==> config.mk <==
export PLATFORM = sky130hd
export DESIGN_NAME = muldiv_iter_flat
export DESIGN_NICKNAME = d
export VERILOG_FILES = /design/src/rtl/muldiv_pkg.sv /design/src/rtl/muldiv_iter_if.sv /design/src/rtl/muldiv_div_core.sv /design/src/rtl/muldiv_iter.sv /design/src/flat_wrapper.sv
export SDC_FILE = /design/constraint.sdc
export NUM_CORES = 2
export LEC_CHECK = 0
export CORE_MARGIN = 4
export CORE_UTILIZATION = 50
export DETAILED_ROUTE_END_ITERATION = 8
export GPL_ROUTABILITY_DRIVEN = 1
export GPL_TIMING_DRIVEN = 0
export PLACE_DENSITY = 0.67
export SLEW_MARGIN = 10
export SYNTH_ARGS = -nofsm -noshare
export SYNTH_HDL_FRONTEND = slang
export SYNTH_SLANG_ARGS = --single-unit
==> constraint.sdc <==
create_clock -name clk -period 15.9 [get_ports clk]
set_input_delay 1.59 -clock clk [delete_from_list [all_inputs] [get_ports clk]]
set_output_delay 1.59 -clock clk [all_outputs]
set_load 0.05 [all_outputs]
==> src/rtl/muldiv_pkg.sv <==
// Shared encodings for the iterative multiply/divide unit: op codes, FSM states
// and the fixed divide-by-zero quotient.
package muldiv_pkg;

    typedef enum logic [1:0] {
        MD_MULT  = 2'b00,
        MD_MULTU = 2'b01,
        MD_DIV   = 2'b10,
        MD_DIVU  = 2'b11
    } md_op_e;

    typedef enum logic [1:0] {
        ST_IDLE = 2'b00,
        ST_MUL  = 2'b01,
        ST_DIV  = 2'b10,
        ST_DONE = 2'b11
    } md_state_e;

    // Multiply countdown only ever needs MUL_LAT-2 <= 6.
    localparam int MUL_CNT_W = 3;

    // Quotient on divide-by-zero is all ones; replicated to WIDTH at the use site.
    localparam logic DIV0_QUO_FILL = 1'b1;

    function automatic logic is_div_op(input md_op_e op);
        return (op == MD_DIV) || (op == MD_DIVU);
    endfunction

endpackage

==> src/rtl/muldiv_iter_if.sv <==
// Request/response bundle between the EX stage (master) and the mul/div unit (slave).
interface muldiv_iter_if
    import muldiv_pkg::*;
#(
    parameter int WIDTH = 32
);
    logic             op_valid;
    logic             op_ready;
    md_op_e           op;
    logic [WIDTH-1:0] a;
    logic [WIDTH-1:0] b;
    logic             res_valid;
    logic             res_ready;
    logic [WIDTH-1:0] res_hi;
    logic [WIDTH-1:0] res_lo;
    logic             busy;

    modport master (
        output op_valid, op, a, b, res_ready,
        input  op_ready, res_valid, res_hi, res_lo, busy
    );

    modport slave (
        input  op_valid, op, a, b, res_ready,
        output op_ready, res_valid, res_hi, res_lo, busy
    );
endinterface

==> src/rtl/muldiv_div_core.sv <==
// Restoring shift-subtract divider on operand magnitudes. One quotient bit per
// cycle; the sign fixup is folded combinationally into the final iteration.
module muldiv_div_core
    import muldiv_pkg::*;
#(
    parameter int WIDTH = 32
) (
    input  logic             clk,
    input  logic             rst,
    input  logic             start,
    input  logic             abort,
    input  logic             is_signed,
    input  logic [WIDTH-1:0] a,
    input  logic [WIDTH-1:0] b,
    output logic             done,
    output logic [WIDTH-1:0] quo,
    output logic [WIDTH-1:0] rem
);

    localparam int CNT_W = $clog2(WIDTH + 1);

    logic             active;
    logic [CNT_W-1:0] cnt;
    logic [WIDTH-1:0] prem;
    logic [WIDTH-1:0] pquo;
    logic [WIDTH-1:0] dvs;
    logic [WIDTH-1:0] a_raw;
    logic             neg_q;
    logic             neg_r;
    logic             div0;

    logic [WIDTH-1:0] a_mag;
    logic [WIDTH-1:0] b_mag;
    logic [WIDTH:0]   shifted;
    logic             qbit;
    logic [WIDTH-1:0] prem_nxt;
    logic [WIDTH-1:0] pquo_nxt;

    assign a_mag = (is_signed && a[WIDTH-1]) ? -a : a;
    assign b_mag = (is_signed && b[WIDTH-1]) ? -b : b;

    // The working remainder is WIDTH+1 bits once the next dividend bit is shifted in.
    assign shifted  = {prem, pquo[WIDTH-1]};
    assign qbit     = (shifted >= {1'b0, dvs});
    assign prem_nxt = qbit ? WIDTH'(shifted - {1'b0, dvs}) : shifted[WIDTH-1:0];
    assign pquo_nxt = {pquo[WIDTH-2:0], qbit};

    assign done = active && (cnt == CNT_W'(WIDTH - 1));
    assign quo  = div0 ? {WIDTH{DIV0_QUO_FILL}} : (neg_q ? -pquo_nxt : pquo_nxt);
    assign rem  = div0 ? a_raw : (neg_r ? -prem_nxt : prem_nxt);

    always_ff @(posedge clk) begin
        if (rst) begin
            active <= 1'b0;
            cnt    <= '0;
            prem   <= '0;
            pquo   <= '0;
            dvs    <= '0;
            a_raw  <= '0;
            neg_q  <= 1'b0;
            neg_r  <= 1'b0;
            div0   <= 1'b0;
        end else if (abort) begin
            active <= 1'b0;
        end else if (start) begin
            active <= 1'b1;
            cnt    <= '0;
            prem   <= '0;
            pquo   <= a_mag;
            dvs    <= b_mag;
            a_raw  <= a;
            neg_q  <= is_signed & (a[WIDTH-1] ^ b[WIDTH-1]);
            neg_r  <= is_signed & a[WIDTH-1];
            div0   <= (b == '0);
        end else if (active) begin
            prem <= prem_nxt;
            pquo <= pquo_nxt;
            cnt  <= cnt + 1'b1;
            if (done) active <= 1'b0;
        end
    end

endmodule

==> src/rtl/muldiv_iter.sv <==
// Handshaked iterative MULT/MULTU/DIV/DIVU unit producing a HI/LO pair that is
// held until the consumer takes it; flush aborts anything in flight.
module muldiv_iter
    import muldiv_pkg::*;
#(
    parameter int WIDTH   = 32,
    parameter int MUL_LAT = 2
) (
    input  logic         clk,
    input  logic         rst,
    input  logic         flush,
    muldiv_iter_if.slave bus
);

    localparam logic [MUL_CNT_W-1:0] MUL_CNT_INIT =
        (MUL_LAT > 1) ? MUL_CNT_W'(MUL_LAT - 2) : '0;

    md_state_e state, state_nxt;

    logic                 accept;
    logic                 acc_div;
    logic                 acc_mul;
    logic                 op_ready;
    logic                 res_valid;
    logic                 busy;
    logic [MUL_CNT_W-1:0] mcnt;
    logic [WIDTH-1:0]     hi_q;
    logic [WIDTH-1:0]     lo_q;

    logic                 mul_sgn;
    logic [2*WIDTH-1:0]   mul_a;
    logic [2*WIDTH-1:0]   mul_b;
    logic [2*WIDTH-1:0]   prod;

    logic                 div_done;
    logic [WIDTH-1:0]     div_quo;
    logic [WIDTH-1:0]     div_rem;

    assign accept  = bus.op_valid & (state == ST_IDLE) & ~flush;
    assign acc_div = accept & is_div_op(bus.op);
    assign acc_mul = accept & ~is_div_op(bus.op);

    // Extending both operands to 2*WIDTH makes the low half of one unsigned
    // multiply correct for both MULT and MULTU.
    assign mul_sgn = (bus.op == MD_MULT);
    assign mul_a   = {{WIDTH{mul_sgn & bus.a[WIDTH-1]}}, bus.a};
    assign mul_b   = {{WIDTH{mul_sgn & bus.b[WIDTH-1]}}, bus.b};
    assign prod    = mul_a * mul_b;

    muldiv_div_core #(.WIDTH(WIDTH)) u_div (
        .clk       (clk),
        .rst       (rst),
        .start     (acc_div),
        .abort     (flush),
        .is_signed (bus.op == MD_DIV),
        .a         (bus.a),
        .b         (bus.b),
        .done      (div_done),
        .quo       (div_quo),
        .rem       (div_rem)
    );

    always_ff @(posedge clk) begin
        if (rst) state <= ST_IDLE;
        else     state <= state_nxt;
    end

    always_comb begin
        state_nxt = state;
        op_ready  = 1'b0;
        res_valid = 1'b0;
        busy      = 1'b1;
        unique case (state)
            ST_IDLE: begin
                op_ready = 1'b1;
                busy     = 1'b0;
                if (accept) begin
                    if (is_div_op(bus.op)) state_nxt = ST_DIV;
                    else if (MUL_LAT == 1) state_nxt = ST_DONE;
                    else                   state_nxt = ST_MUL;
                end
            end
            ST_MUL:  if (mcnt == '0) state_nxt = ST_DONE;
            ST_DIV:  if (div_done)   state_nxt = ST_DONE;
            ST_DONE: begin
                res_valid = 1'b1;
                if (bus.res_ready) state_nxt = ST_IDLE;
            end
            default: state_nxt = ST_IDLE;
        endcase
        if (flush) state_nxt = ST_IDLE;
    end

    // The product lands in the result registers at acceptance; the FSM only
    // delays when it is exposed as valid.
    always_ff @(posedge clk) begin
        if (rst) begin
            mcnt <= '0;
            hi_q <= '0;
            lo_q <= '0;
        end else begin
            if (acc_mul) begin
                {hi_q, lo_q} <= prod;
                mcnt         <= MUL_CNT_INIT;
            end else if (state == ST_MUL && mcnt != '0) begin
                mcnt <= mcnt - 1'b1;
            end
            if (state == ST_DIV && div_done && !flush) begin
                hi_q <= div_rem;
                lo_q <= div_quo;
            end
        end
    end

    assign bus.op_ready  = op_ready;
    assign bus.res_valid = res_valid;
    assign bus.busy      = busy;
    assign bus.res_hi    = hi_q;
    assign bus.res_lo    = lo_q;

endmodule

==> src/flat_wrapper.sv <==
// flat-port wrapper written by rule: the top's interface ports become plain ports
module muldiv_iter_flat import muldiv_pkg::*;
#(
    parameter int WIDTH   = 32,
    parameter int MUL_LAT = 2
)
  (clk, rst, flush, bus_op_valid, bus_op, bus_a, bus_b, bus_res_ready, bus_op_ready, bus_res_valid, bus_res_hi, bus_res_lo, bus_busy);
  muldiv_iter_if #(.WIDTH(WIDTH)) bus_i ();
  input  logic clk;
  input  logic rst;
  input  logic flush;
  input wire logic [$bits(bus_i.op_valid)-1:0] bus_op_valid;
  input wire logic [$bits(bus_i.op)-1:0] bus_op;
  input wire logic [$bits(bus_i.a)-1:0] bus_a;
  input wire logic [$bits(bus_i.b)-1:0] bus_b;
  input wire logic [$bits(bus_i.res_ready)-1:0] bus_res_ready;
  output wire logic [$bits(bus_i.op_ready)-1:0] bus_op_ready;
  output wire logic [$bits(bus_i.res_valid)-1:0] bus_res_valid;
  output wire logic [$bits(bus_i.res_hi)-1:0] bus_res_hi;
  output wire logic [$bits(bus_i.res_lo)-1:0] bus_res_lo;
  output wire logic [$bits(bus_i.busy)-1:0] bus_busy;
  assign bus_i.op_valid = bus_op_valid;
  assign bus_i.op = bus_op;
  assign bus_i.a = bus_a;
  assign bus_i.b = bus_b;
  assign bus_i.res_ready = bus_res_ready;
  assign bus_op_ready = bus_i.op_ready;
  assign bus_res_valid = bus_i.res_valid;
  assign bus_res_hi = bus_i.res_hi;
  assign bus_res_lo = bus_i.res_lo;
  assign bus_busy = bus_i.busy;
  muldiv_iter #(.WIDTH(WIDTH), .MUL_LAT(MUL_LAT)) u_core (.clk(clk), .rst(rst), .flush(flush), .bus(bus_i));
endmodule
# Yosys cells after proc, flatten, opt, wreduce, memory -nomap -nowiden
# Cells that the tools add are included.
[classes]
addsub = 7
mul = 1
div = 0
magnitude_cmp = 1
n_eq_ne = 10
n_shift = 0
mux = 29
bitwise = 11
reduce_logical = 20
[op_table]
columns = ["cell", "n"]
rows = [
  ["two-way mux 32 bit", 15],
  ["negation 32 bit", 4],
  ["multiplier 33 x 33 -> 64 bit", 1],
  ["greater-or-equal comparator 33 x 32 -> 1 bit", 1],
  ["logical NOT 32 bit", 1],
  ["subtractor 32 bit", 1],
  ["two-way mux 6 bit", 2],
  ["two-way mux 2 bit", 5],
  ["AND 1 bit", 8],
  ["== test 2 bit (second input constant)", 4],
  ["case mux 2 bit (4 select lines)", 1],
  ["adder 6 x 1 -> 6 bit (second input constant)", 1],
  ["== test 6 x 5 -> 1 bit (second input constant)", 1],
  ["logical AND 1 bit", 6],
  ["two-way mux 1 bit", 6],
  ["!= test 2 x 1 -> 1 bit (second input constant)", 3],
  ["logical NOT 2 bit", 2],
  ["AND reduction 2 bit", 2],
  ["AND reduction 4 bit", 1],
  ["nonzero test 2 bit", 2],
  ["OR reduction 2 bit", 2],
  ["logical NOT 3 bit", 1],
  ["nonzero test 3 bit", 1],
  ["subtractor 3 x 1 -> 3 bit (second input constant)", 1],
  ["other kinds (6)", 7],
]
[totals]
reg_bits = 207
latchBits = 0
ramBits = 0
mem_bits_ro = 0
input_bits = 71
output_inout_bits = 67
wordCells = 92
n_memories = 0

# Longest topological paths before layout
[logic_depth]
depth_word = 6
ltp_mapped = 33
depth_no_buf = 30

# By module
# Synthesis repeated with hierarchy kept, for this count alone.
[unflattened]
cells_unflattened = 6289
hier_area_um2 = 52628.0
[by_module_without_submodules]
columns = ["mod", "n_inst", "cells_per_inst", "area_each_um2", "seq_area_each_um2"]
rows = [
  ["muldiv_iter", 1, 4675, 41230.8, 1381.3],
  ["muldiv_div_core", 1, 1614, 11397.2, 2762.6],
]

# Worst setup path after synthesis
# No wires, ideal clock.
[synth_timing]
path_type = "input -> register"
from = "in bus_op[1]"
to = "reg u_core.hi_q[25], in the netlist u_core.bus.res_hi[25]"
setup_ps = 117
t_arrival_ps = 9480
required_ps = 15783
setup_slack_ps = 6303
path_stages = 31
n_path_buf = 2
cell_sequence = "nor2_1 clkbuf_1 and2_1 clkbuf_1 nand2_1 inv_1 fa_1 inv_1 fa_1 inv_1 fa_1 fa_1 inv_1 fa_1 inv_1 fa_1 inv_1 fa_1 fa_1 inv_1 ha_1 inv_1 o21bai_1 a21o_1 a2111o_1 o21ai_0 o21ai_0 a31oi_1 xor2_1 o21ai_0 a32o_1"
[synth_via]
elab_chain_len = 5
word_cells_on_any_way = 12
classes_between = "mul: 1; eq/ne: 2; mux: 2; bitwise: 4; reduce/logical: 3"
[synth_rtl]
columns = ["item", "line_no", "rtl"]
rows = [
  ["from (decl)", "flat_wrapper.sv:13", "input wire logic [$bits(bus_i.op)-1:0] bus_op;"],
  ["logical NOT 2 bit / == test 2 bit (equally long branches)", "muldiv_iter.sv:45, muldiv_pkg.sv:26", ""],
  ["AND 1 bit, or another cell as far along", "muldiv_iter.sv:46", "assign mul_a = {{WIDTH{mul_sgn & bus.a[WIDTH-1]}}, bus.a};"],
  ["multiplier 33 x 33 -> 64 bit / inverter 1 bit (equally long branches)", "muldiv_iter.sv:48, muldiv_iter.sv:41", ""],
  ["two-way mux 32 bit / AND 1 bit (equally long branches)", "muldiv_iter.sv:102, muldiv_iter.sv:41", ""],
  ["two-way mux 32 bit / nonzero test 2 bit (equally long branches)", "n/a", ""],
  ["to (signal assigned)", "muldiv_iter.sv:103", "{hi_q, lo_q} <= prod;"],
  ["to (signal assigned)", "muldiv_iter.sv:109", "hi_q <= div_rem;"],
  ["to (decl)", "muldiv_iter.sv:27", "logic [WIDTH-1:0] hi_q;"],
]
# Several ways; a longest one is shown, not always the timed one. The select of a mux whose other input is x is not followed.
# A chain may end at the register's enable or synchronous reset.

# Worst setup path after layout
[layout_timing]
from = "in bus_op[0]"
to = "reg u_core.hi_q[25], in the netlist u_core.bus.res_hi[25]"
# The elaborated chain is that of the path after synthesis.

==> summary.md <==
| Metric | Value |
|---|---|
| Outcome | finished, violations left |
| Failing checks | max-capacitance violations, max-slew violations |
| Critical Path Start | bus_op[0] |
| GP Congestion | 1.04 |
| Post-Syn Area | 0.0522 mm² |
| CTS Buffer Depth | 3 |
| # setup viols final | 0 |
| Sequential share of the synthesized area | 0.0794 |
| Levels on crit path | 32 |
| Fmax | roughly 80 MHz |
| Buffers and inverters on the worst path | 11 |
| Final nets | approximately 7,800 |
| Post-CTS Hold Buffers | 0 |
| Worst slew margin | -0.00672 |
| Number of buffers created by CTS | 25 |
| All-Layer GR Usage | 0.383 |
| Top Ports | about 140 |
| Type of the worst setup path | in -> reg |
| Reg-to-Reg End | u_core.bus.res_hi[26]$_SDFFE_PP0P_ |
| Min setup slack post-route | 3.45 ns |
| Period Utilization, post-route | 0.783 |
| Fillers | between 9,000 and 10,000 |
| Area of the core | 0.103 mm² |
| Residual DRC | 0 |
| Worst r2r path cells | 23 |
| Final min period | roughly 12 ns |
| Count of pins over their slew limit | 11 |
| Critical Path RT | 16.35 ns |
| Combinational family with the most area after synthesis | adder cells |
| Seq. cell area | 0.00414 mm² |
| Die H | 331 µm |
| Hold Crit Class | reg -> reg |
| Crit path to | u_core.bus.res_hi[25]$_SDFFE_PP0P_ |
| Input/output buffers | 91 |
| Adder-cell area share of the yosys netlist | 0.494 |
| Aggregate global routing overflow | 0 |
| Primary FF master, synth | dfxtp_1 |
| Worst path slowest cell | fa_1 |
| Synth Area in Simple Gates | 0.168 |
| CTS sink count | 207 |
| Mapped Nets | 7,641 |
| Place WS | around 3.2 ns |
| Yosys warning total | 0 |
| Worst R2R Setup Slack | roughly 8.9 ns |
| Syn Inst Count | 6,188 |
| Drt first pass iters | 9 |
| Initial Util | 0.504 |
| Asr flop ratio synth | 0 |
| DP Wirelength | roughly 170,000 µm |
| Maxcap violations | 1 |
| Iter 0 DRT Violations | ~5,400 |
| Mapped Avg Cell Area | between 8 and 9 µm² |
| RSZ-0062 raised after global routing | no |
| Arrival time worst endpoint | 12.90 ns |
| First-pass GRT wire length | 304,000 µm |
| Layout area overhead | 6.81% |
| Crit Path Max Fanout | 10 |
| Post-synthesis compound-gate area fraction | 0.0964 |
| Die area | 0.110 mm² |
| Critical Path Max Stage Delay | 0.97 ns |
| Skew-Pair Late Insertion Delay | 0.56 ns |
| Clock-pin slew on the worst setup and hold paths | 0.06 ns |
| Crit path launch type | input pin |
| Worst Tran Pin Value | about 1.5 ns |
| Post_cts resized | 0 |
| Fin. Hold Viols | 0 |
| Clk_skew | 0.0263 ns |
| R2r startpoint | u_core.u_div.dvs[11]$_SDFFE_PP0P_ |
| Mean routed wirelength per cell | around 27 µm |
| Root buf cell | clkbuf_16 |
| Die extent in x | ~330 µm |
| Via count | 46,000 |
| # rows | 118 |
| Synth Register Bits | 207 |
| XOR/XNOR Fraction of Synth Area | 0.0348 |
| CTS H-tree lvls | 1 |
| Post-route ant nets | 0 |
| Routed Wire Length | 209,000 µm |
| Layout cells sized above 1 | 0.0193 |
| Critical path's top delay family | adder cells |
| Antenna violations before repair | 23 |
| Mux cell area share after synthesis | 0.00688 |
| Post-synth cell types | 93 |
| Number of synthesized flops with an enable pin | 0 |
| Nature of the critical path endpoint | flop |
| Area of the multi-input gates | between 0.04 and 0.05 mm² |
| Final TNS setup | 0 ns |
| Avg Vias per Cell | ~6 |
| HP Start | u_core.u_div.a_raw[28]$_SDFFE_PP0P_ |
| Setup bufs post-CTS | 0 |
| TritonCTS clock tree | yes |
| Largest net degree at the start of global routing | 25 |
| Vias in the first global route | ~46,000 |
[cells in the final DEF, fill, tap and decap left out, types with 14 or more instances in the layout]
cell,netlist,layout
nand2b_1,21,21
inv_1,1255,1255
and3_1,45,45
buf_1,54,54
a221oi_1,25,25
o211ai_1,27,27
o21ai_0,118,118
clkdlybuf4s50_1,0,91
nand4_1,25,25
a31oi_1,22,22
nor2_1,268,268
fa_1,1126,1125
diode_2,0,14
xor2_1,94,94
ha_1,256,256
o21a_1,17,17
xnor2_1,113,113
or4_1,17,17
nor3_1,56,56
nand3_1,35,35
dfxtp_1,207,207
a311oi_1,50,50
a21oi_1,215,215
mux2i_1,28,28
nand2_1,1097,1097
and2_1,273,273
clkbuf_16,0,25
o31ai_1,22,22
nor4_1,28,28
buf_2,15,15
or3_1,29,29
a211oi_1,75,75
clkbuf_1,337,336
a21o_1,31,31
[Yosys cell counts (94+ instances only)]
library cell / count / area share
fa_1: 1126 / 0.43
xnor2_1: 113 / 0.019
and2_1: 273 / 0.033
nor2_1: 268 / 0.019
xor2_1: 94 / 0.016
ha_1: 256 / 0.061
nand2_1: 1097 / 0.079
dfxtp_1: 207 / 0.079
a21oi_1: 215 / 0.021
clkbuf_1: 337 / 0.024
inv_1: 1255 / 0.090
o21ai_0: 118 / 0.011
[metal layers]
layer,up-vias,wire length [µm],global-route usage
met3,731,26500,0.113
met2,2965,88400,0.562
met5,-,41,0
li1,19100,-,-
met4,6,16900,0.240
met1,23200,77400,0.500
[cells by family after synthesis]
logic type	count (synthesis)
and+or+nand+nor	1953
buffers and inverters	1666
adders and majority gates	1382
AOI/OAI and AO/OA	738
xor gates and xnor gates	207
DFF	207
muxes	35
[layout make-up]
| cell class | count | area share |
|---|---|---|
| Antenna cell | 14 | 0.000629 |
| Buffer | 409 | 0.0284 |
| Clock buffer | 35 | 0.0124 |
| Clock inverter | 10 | 0.00263 |
| Inverter | 1257 | 0.0847 |
| Multi-Input combinational cell | 4315 | 0.749 |
| Sequential cell | 207 | 0.0744 |
| Tap cell | 1380 | 0.0310 |
| Timing Repair Buffer | 93 | 0.0168 |
[worst min-delay path by stage]
stage                                                      to  cells after the start
after floorplan             u_core.u_div.dvs[31]$_SDFFE_PP0P_                      2
after global placement    u_core.u_div.a_raw[13]$_SDFFE_PP0P_                      2
after detailed placement    u_core.bus.res_lo[7]$_SDFFE_PP0P_                      2
after CTS                   u_core.bus.res_lo[7]$_SDFFE_PP0P_                      2
after global routing       u_core.u_div.a_raw[1]$_SDFFE_PP0P_                      2
final                     u_core.u_div.a_raw[28]$_SDFFE_PP0P_                      2
[state kept, by name (all words and copies together) (netlist names)]
name	count
u_core.u_div.prem	32
u_core.u_div.pquo	32
u_core.u_div.active	1
u_core.u_div.dvs	32
u_core.bus.res_lo	32
u_core.u_div.a_raw	32
u_core.mcnt	3
u_core.state	2
u_core.u_div.neg_q	1
u_core.u_div.neg_r	1
u_core.u_div.div0	1
u_core.bus.res_hi	32
u_core.u_div.cnt	6
[per-stage QoR]
stage | area (µm²) | utilization | hold slack (ns) | std cells
finish | 55700 | 0.538 | 0.455 | 7720
global placement | 54800 | 0.530 | 0.442 | 7659
global route | 55700 | 0.538 | 0.471 | 7708
CTS | 55700 | 0.538 | 0.454 | 7706
floorplan | 52200 | - | 0.432 | 6188
detailed placement | 54800 | 0.530 | 0.446 | 7661
[worst reg2reg max path, cell delays in order, from the launching register on]
cell and delay (ns):
dfxtp_1 0.33, inv_1 0.07, ha_1 0.28, clkbuf_1 0.26, nand3_1 0.22, nor4_1 0.72, nand4_1 0.24, nand4_1 0.24
a211oi_4 0.08, nor2_8 0.24, buf_2 0.34, buf_2 0.37, buf_2 0.35, nand2_1 0.09, o21ai_0 0.19, ha_1 0.32
nand2_1 0.08, nor4_1 0.55, nand3b_1 0.23, or4_1 0.57, a211oi_2 0.39, nor3_1 0.07, or4b_1 0.53, o31ai_2 0.19
Power is left out: the tool's default activity adds up to more than one toggle a clock period on the data nets, which glitch-free logic cannot reach.
